$ cat src/rtl/fifo_bridge_master.sv
// fifo_bridge_master: bus initiator that drains a memory-mapped input FIFO
// into a memory-mapped output FIFO. Each word is moved with four single-beat
// transactions: poll status, pop, check output status, push.
module fifo_bridge_master #(
    parameter logic [31:0] BASE_ADDR = 32'h3000_0000,
    parameter int unsigned TIMEOUT   = 16
) (
    input  logic        clk_i,
    input  logic        rst_ni,
    input  logic        start_i,
    input  logic [15:0] word_count_i,
    input  logic        abort_i,
    output logic        mem_valid_o,
    output logic [31:0] mem_addr_o,
    output logic [3:0]  mem_wstrb_o,
    output logic [31:0] mem_wdata_o,
    input  logic [31:0] mem_rdata_i,
    input  logic        mem_ready_i,
    output logic        busy_o,
    output logic        done_o,
    output logic        error_o,
    output logic [15:0] words_done_o,
    output logic [31:0] last_word_o
);

    typedef enum logic [3:0] {
        IDLE,
        POLL_REQ,
        POLL_WAIT,
        POP_REQ,
        POP_WAIT,
        CHK_REQ,
        CHK_WAIT,
        PUSH_REQ,
        PUSH_WAIT,
        FINISH
    } state_e;

    localparam logic [15:0] TIMEOUT_CNT = 16'(TIMEOUT);
    localparam logic [31:0] POP_ADDR    = BASE_ADDR + 32'h4;
    localparam logic [31:0] OUT_ADDR    = BASE_ADDR + 32'h8;

    state_e      state_q, state_d;
    logic [15:0] count_q, count_d;
    logic [15:0] words_done_q, words_done_d;
    logic [31:0] last_word_q, last_word_d;
    logic [31:0] data_q, data_d;
    logic [15:0] wait_cnt_q, wait_cnt_d;
    logic        busy_q, busy_d;
    logic        done_q, done_d;
    logic        error_q, error_d;
    logic        abort_q, abort_d;

    logic        in_wait;
    logic        wait_timeout;
    logic        abort_pend;
    logic        last_push;

    assign in_wait      = (state_q == POLL_WAIT) || (state_q == POP_WAIT) ||
                          (state_q == CHK_WAIT)  || (state_q == PUSH_WAIT);
    // A wait expires on the first cycle beyond TIMEOUT that still has no ready.
    assign wait_timeout = in_wait && !mem_ready_i && (wait_cnt_q == TIMEOUT_CNT);
    // An abort pulse is remembered until the next transaction boundary.
    assign abort_pend   = abort_q || abort_i;
    assign last_push    = ((words_done_q + 16'd1) == count_q);

    // State register.
    always_ff @(posedge clk_i) begin
        // NOTE: clocked state uses non-blocking assignments so every register
        // samples pre-edge values regardless of block evaluation order.
        if (!rst_ni) begin
            state_q <= IDLE;
        end else begin
            state_q <= state_d;
        end
    end

    // Next-state selection; abort is only looked at when a wait has completed.
    always_comb begin
        // NOTE: every always_comb target gets a default first, so no path
        // leaves it unassigned and no latch is inferred.
        state_d = state_q;
        case (state_q)
            IDLE: begin
                if (start_i) begin
                    state_d = (word_count_i == 16'd0) ? FINISH : POLL_REQ;
                end
            end
            POLL_REQ: state_d = POLL_WAIT;
            POLL_WAIT: begin
                if (mem_ready_i) begin
                    if (abort_pend)          state_d = FINISH;
                    else if (mem_rdata_i[1]) state_d = POLL_REQ;
                    else                     state_d = POP_REQ;
                end else if (wait_timeout) begin
                    state_d = IDLE;
                end
            end
            POP_REQ: state_d = POP_WAIT;
            POP_WAIT: begin
                // A popped word is always carried through to the push.
                if (mem_ready_i)       state_d = CHK_REQ;
                else if (wait_timeout) state_d = IDLE;
            end
            CHK_REQ: state_d = CHK_WAIT;
            CHK_WAIT: begin
                if (mem_ready_i)       state_d = mem_rdata_i[0] ? CHK_REQ : PUSH_REQ;
                else if (wait_timeout) state_d = IDLE;
            end
            PUSH_REQ: state_d = PUSH_WAIT;
            PUSH_WAIT: begin
                if (mem_ready_i)       state_d = (last_push || abort_pend) ? FINISH : POLL_REQ;
                else if (wait_timeout) state_d = IDLE;
            end
            FINISH:  state_d = IDLE;
            default: state_d = IDLE;
        endcase
    end

    // Bus request outputs: one-cycle request decoded from the *_REQ states.
    always_comb begin
        mem_valid_o = 1'b0;
        mem_addr_o  = 32'h0;
        mem_wstrb_o = 4'h0;
        mem_wdata_o = 32'h0;
        case (state_q)
            POLL_REQ: begin
                mem_valid_o = 1'b1;
                mem_addr_o  = BASE_ADDR;
            end
            POP_REQ: begin
                mem_valid_o = 1'b1;
                mem_addr_o  = POP_ADDR;
            end
            CHK_REQ: begin
                mem_valid_o = 1'b1;
                mem_addr_o  = OUT_ADDR;
            end
            PUSH_REQ: begin
                mem_valid_o = 1'b1;
                mem_addr_o  = OUT_ADDR;
                mem_wstrb_o = 4'hF;
                mem_wdata_o = data_q;
            end
            default: ;
        endcase
    end

    // Datapath next values: counters, captured data, status flags.
    always_comb begin
        count_d      = count_q;
        words_done_d = words_done_q;
        last_word_d  = last_word_q;
        data_d       = data_q;
        wait_cnt_d   = wait_cnt_q;
        busy_d       = busy_q;
        done_d       = 1'b0;
        error_d      = error_q;
        abort_d      = abort_q;

        if (state_q == IDLE) begin
            // start wins over a coincident abort: the pending flag is cleared.
            if (start_i) begin
                count_d      = word_count_i;
                words_done_d = 16'd0;
                error_d      = 1'b0;
                busy_d       = 1'b1;
                abort_d      = 1'b0;
            end
        end else if (abort_i) begin
            abort_d = 1'b1;
        end

        if (in_wait) begin
            wait_cnt_d = wait_cnt_q + 16'd1;
        end else begin
            wait_cnt_d = 16'd0;
        end

        if (state_q == POP_WAIT && mem_ready_i) begin
            data_d = mem_rdata_i;
        end

        if (state_q == PUSH_WAIT && mem_ready_i) begin
            words_done_d = words_done_q + 16'd1;
            last_word_d  = data_q;
        end

        if (wait_timeout) begin
            error_d = 1'b1;
            done_d  = 1'b1;
            busy_d  = 1'b0;
        end

        if (state_q == FINISH) begin
            done_d = 1'b1;
            busy_d = 1'b0;
        end
    end

    // Datapath registers; reset drops any outstanding wait outright.
    always_ff @(posedge clk_i) begin
        if (!rst_ni) begin
            count_q      <= 16'd0;
            words_done_q <= 16'd0;
            last_word_q  <= 32'h0;
            data_q       <= 32'h0;
            wait_cnt_q   <= 16'd0;
            busy_q       <= 1'b0;
            done_q       <= 1'b0;
            error_q      <= 1'b0;
            abort_q      <= 1'b0;
        end else begin
            count_q      <= count_d;
            words_done_q <= words_done_d;
            last_word_q  <= last_word_d;
            data_q       <= data_d;
            wait_cnt_q   <= wait_cnt_d;
            busy_q       <= busy_d;
            done_q       <= done_d;
            error_q      <= error_d;
            abort_q      <= abort_d;
        end
    end

    assign busy_o       = busy_q;
    assign done_o       = done_q;
    assign error_o      = error_q;
    assign words_done_o = words_done_q;
    assign last_word_o  = last_word_q;

endmodule

$ cat config.mk
export PLATFORM = sky130hd
export DESIGN_NAME = fifo_bridge_master
export DESIGN_NICKNAME = d
export VERILOG_FILES = /design/src/rtl/fifo_bridge_master.sv
export SDC_FILE = /design/constraint.sdc
export NUM_CORES = 1
export LEC_CHECK = 0
export ABC_AREA = 1
export CORE_MARGIN = 4
export CORE_UTILIZATION = 51
export CTS_CLUSTER_DIAMETER = 80
export DETAILED_ROUTE_END_ITERATION = 12
export PLACE_DENSITY = 0.94
export SLEW_MARGIN = 20
export SYNTH_ARGS = -nofsm -noshare
export SYNTH_HDL_FRONTEND = slang
export SYNTH_SLANG_ARGS = --single-unit
$ cat constraint.sdc
create_clock -name clk_i -period 3.3 [get_ports clk_i]
set_input_delay 0.66 -clock clk_i [delete_from_list [all_inputs] [get_ports clk_i]]
set_output_delay 0.66 -clock clk_i [all_outputs]
set_load 0.03 [all_outputs]
==> results.txt <==
Worst-path fanout max - 34
Total gr overflow - 0
Worst-path cell chain - inv_1 -> nor2_1 -> inv_1 -> nor2_1 -> clkinv_1 -> buf_4 -> nor2_1 -> buf_4
Reg2reg end - count_q[7]
Post-synth top area share - 42.7%
Fin Setup TNS - 0 ps
Io pins - 173
Crit path time final - 3030 ps
H-tree depth - 4
Delay-heaviest family, CP - simple AND/OR/NAND/NOR gates
Max incr delay on CP - 360 ps
Clock Sink Count - 120
CP max-delay cell - dfxtp_1
Width of the die - 113 µm
DRC Markers - 0
Starting density of the core - 51.9%
Area contributors post-synth - dfxtp_1 43%, a21oi_1 10%, nand2_1 8.8%
Yosys warns - 0
Clock Tree Root - clkbuf_8
Critical Path RT - 2640 ps
Area Growth Syn to Fin - 33.7%
Port Buffer Count - 144
Number of distinct library cells after synthesis - 36
Vias - 5642
Final Setup Violations - 0
Int Pwr - 2.59 mW
Syn Std Cell Area - 5630 µm²
Ys async rst share - 0%
Largest area contributor in the netlist - dfxtp_1
Setup CP Type - flop to primary output
DRT Pass-1 Iters - 6
Post-Route WL - 15200 µm
Final Max Tran Viols - 0
Sw frac - 28.7%
Worst setup SP type - flop
Routability Congestion - 0.884
Reg-to-Reg Start - state_q[1]
Ant diodes - 0
Post-synth EDFFs - 0
Reg2reg setup slack - 1190 ps
Final net count - 981
Total power - 3.64 mW
Min-delay worst type - flop to flop
Clk_lat worst skew - 520 ps
Core area - 10800 µm²
Max-cap violation count - 0
DRT antenna net count - 0
Worst Path Arrival - 2370 ps
Post-synthesis sequential area ratio - 42.7%
Mapped Cells - 794
Initial antenna violation count - 0
Tot GR Track Use - 23.4%
Hpwl dp - 10500 µm
Met3 Usage GRT - 6.15%
Global-route wire length before repair - 24300 µm
Post-CTS Setup Bufs - 0
Levels on crit path - 8
Vias in the first global route - 5216
Launch point of the critical path - state_q[2]
Hold Path Stages - 1
CTS max path bufs - 2
CP Capture Point - mem_wdata_o[0]
Final Hold Fails - 0
Crit-path most repeated cell - nor2_1
Largest net degree at the start of global routing - 70
Row cnt - 38
Final Util - 69.4%
Die area - 12800 µm²
Post-CTS Resized - 0
Unrepaired setup endpoints after global routing - no
Routed vias/inst - 5.23
DR iter-0 viols - 470
Routing usage on met1 - 27.0%
Fmax - 0.330 GHz
Skew final - 10.3 ps
CTS buffer count - 17
Clock Power Share - 48.3%
Logic gate share of total power - 10.1%
GRT busiest layer - met2
Die Y - 113 µm
Worst Max-Slew Pin Slew - 718 ps
Reg2Reg Depth - 7
Top FF cell, synth - dfxtp_1
Fraction of layout cells with a size suffix above 1 - 10.9%
CP endpoint kind - primary output
CTS clk-pin slew, worst paths - 60 ps
Sw power - 1.04 mW
WL/cell - 14.1 µm
P_leak - 2.91 nW
Seq cells post-synth - 120
Maximum VDD drop - 0.000322 V
Sequential power share - 41.6%
Slew Limit Headroom - 52.1%
Mapped Avg Cell Area - 7.09 µm²
Hold_buf cts - 0
Met2 usage - 40.4%
CP Buf/Inv Count - 5
Power density cells - 483 nW/µm²
Status - finished, final reports clean
Final Cycle Share - 91.9%
CTS tree - yes
layer usage:
| layer | up-vias | share of wire, % |
|---|---|---|
| li1 | 2796 | - |
| met1 | 2575 | 40 |
| met2 | 232 | 50 |
| met3 | 39 | 7.6 |
| met4 | 0 | 2.6 |
| met5 | - | 0 |
logic make-up (layout without fill, tap and decap cells):
kind of cell,after synthesis,count (layout),synth area share (%)
other,1,28,0.0666
buffers and inverters,163,280,13.1
AOI/OAI and AO/OA,206,206,18.7
and+or+nand+nor,295,295,23.9
xor gates and xnor gates,6,6,0.934
DFF,120,120,42.7
adders and majority gates,3,3,0.667
cells in the final DEF (no fill, tap or decap), types with 28 or more instances in the layout:
| cell type | instances |
|---|---|
| o21ai_0 | 87 |
| clkdlybuf4s50_1 | 110 |
| nor2_1 | 73 |
| inv_1 | 93 |
| nand2_1 | 132 |
| conb_1 | 28 |
| a21oi_1 | 114 |
| buf_4 | 38 |
| dfxtp_1 | 120 |
| nand3_1 | 42 |
cell type report:
class,instances,area [µm²]
clock inverter,15,154
timing repair buffer,150,1410
multi-input combinational,538,2600
sequential,120,2400
fill,843,3320
clock buffer,17,414
tap,140,175
inverter,98,368
flip-flops by register name, summed over array words and instances, names as in the netlist:
register,cells
abort_q,1
busy_o,1
count_q,16
data_q,32
done_o,1
error_o,1
last_word_o,32
state_q,4
wait_cnt_q,16
words_done_o,16
per-stage QoR:
step,instances,cell area [µm²],setup WS [ps],hold slack (ps)
after detailed placement,1046,6960,807,443
after global placement,1046,6960,842,432
final,1078,7520,268,470
after CTS,1078,7520,235,474
after global routing,1078,7520,54.6,489
after floorplan,821,5730,445,417
worst min-delay path by stage:
stage                        from             to  slack, ps
floorplan           wait_cnt_q[0]  wait_cnt_q[0]        420
global route          count_q[12]    count_q[12]        490
CTS                    data_q[21]     data_q[21]        470
finish              wait_cnt_q[0]  wait_cnt_q[0]        470
detailed placement  wait_cnt_q[0]  wait_cnt_q[0]        440
global placement    wait_cnt_q[0]  wait_cnt_q[0]        430
power by group through the flow:
stage / Sequential (mW) / Combinational [mW] / Clock [mW]
after floorplan: 1.55 / 0.248 / 0
after global placement: 1.54 / 0.352 / 0
after detailed placement: 1.54 / 0.359 / 0
after CTS: 1.51 / 0.363 / 1.78
after global routing: 1.52 / 0.402 / 1.85
final: 1.51 / 0.366 / 1.76
Yosys cell counts (2+ instances only):
library cell    n
clkbuf_1       28
nor2_4          3
o21ai_0        87
nand2_1       132
nand4_1         8
xnor2_1         3
nor4_1          6
xor2_1          3
inv_2           4
nand2_2         5
nand3_1        43
nor2_1         73
a21oi_1       114
buf_2           4
ha_1            3
nand3b_1        3
buf_4          32
nor3b_1         4
dfxtp_1       120
inv_1          93
nor2_2          6
nand2_4         2
nor3_2          3
nor3_1          3
Power figures use the tool's default switching activity.
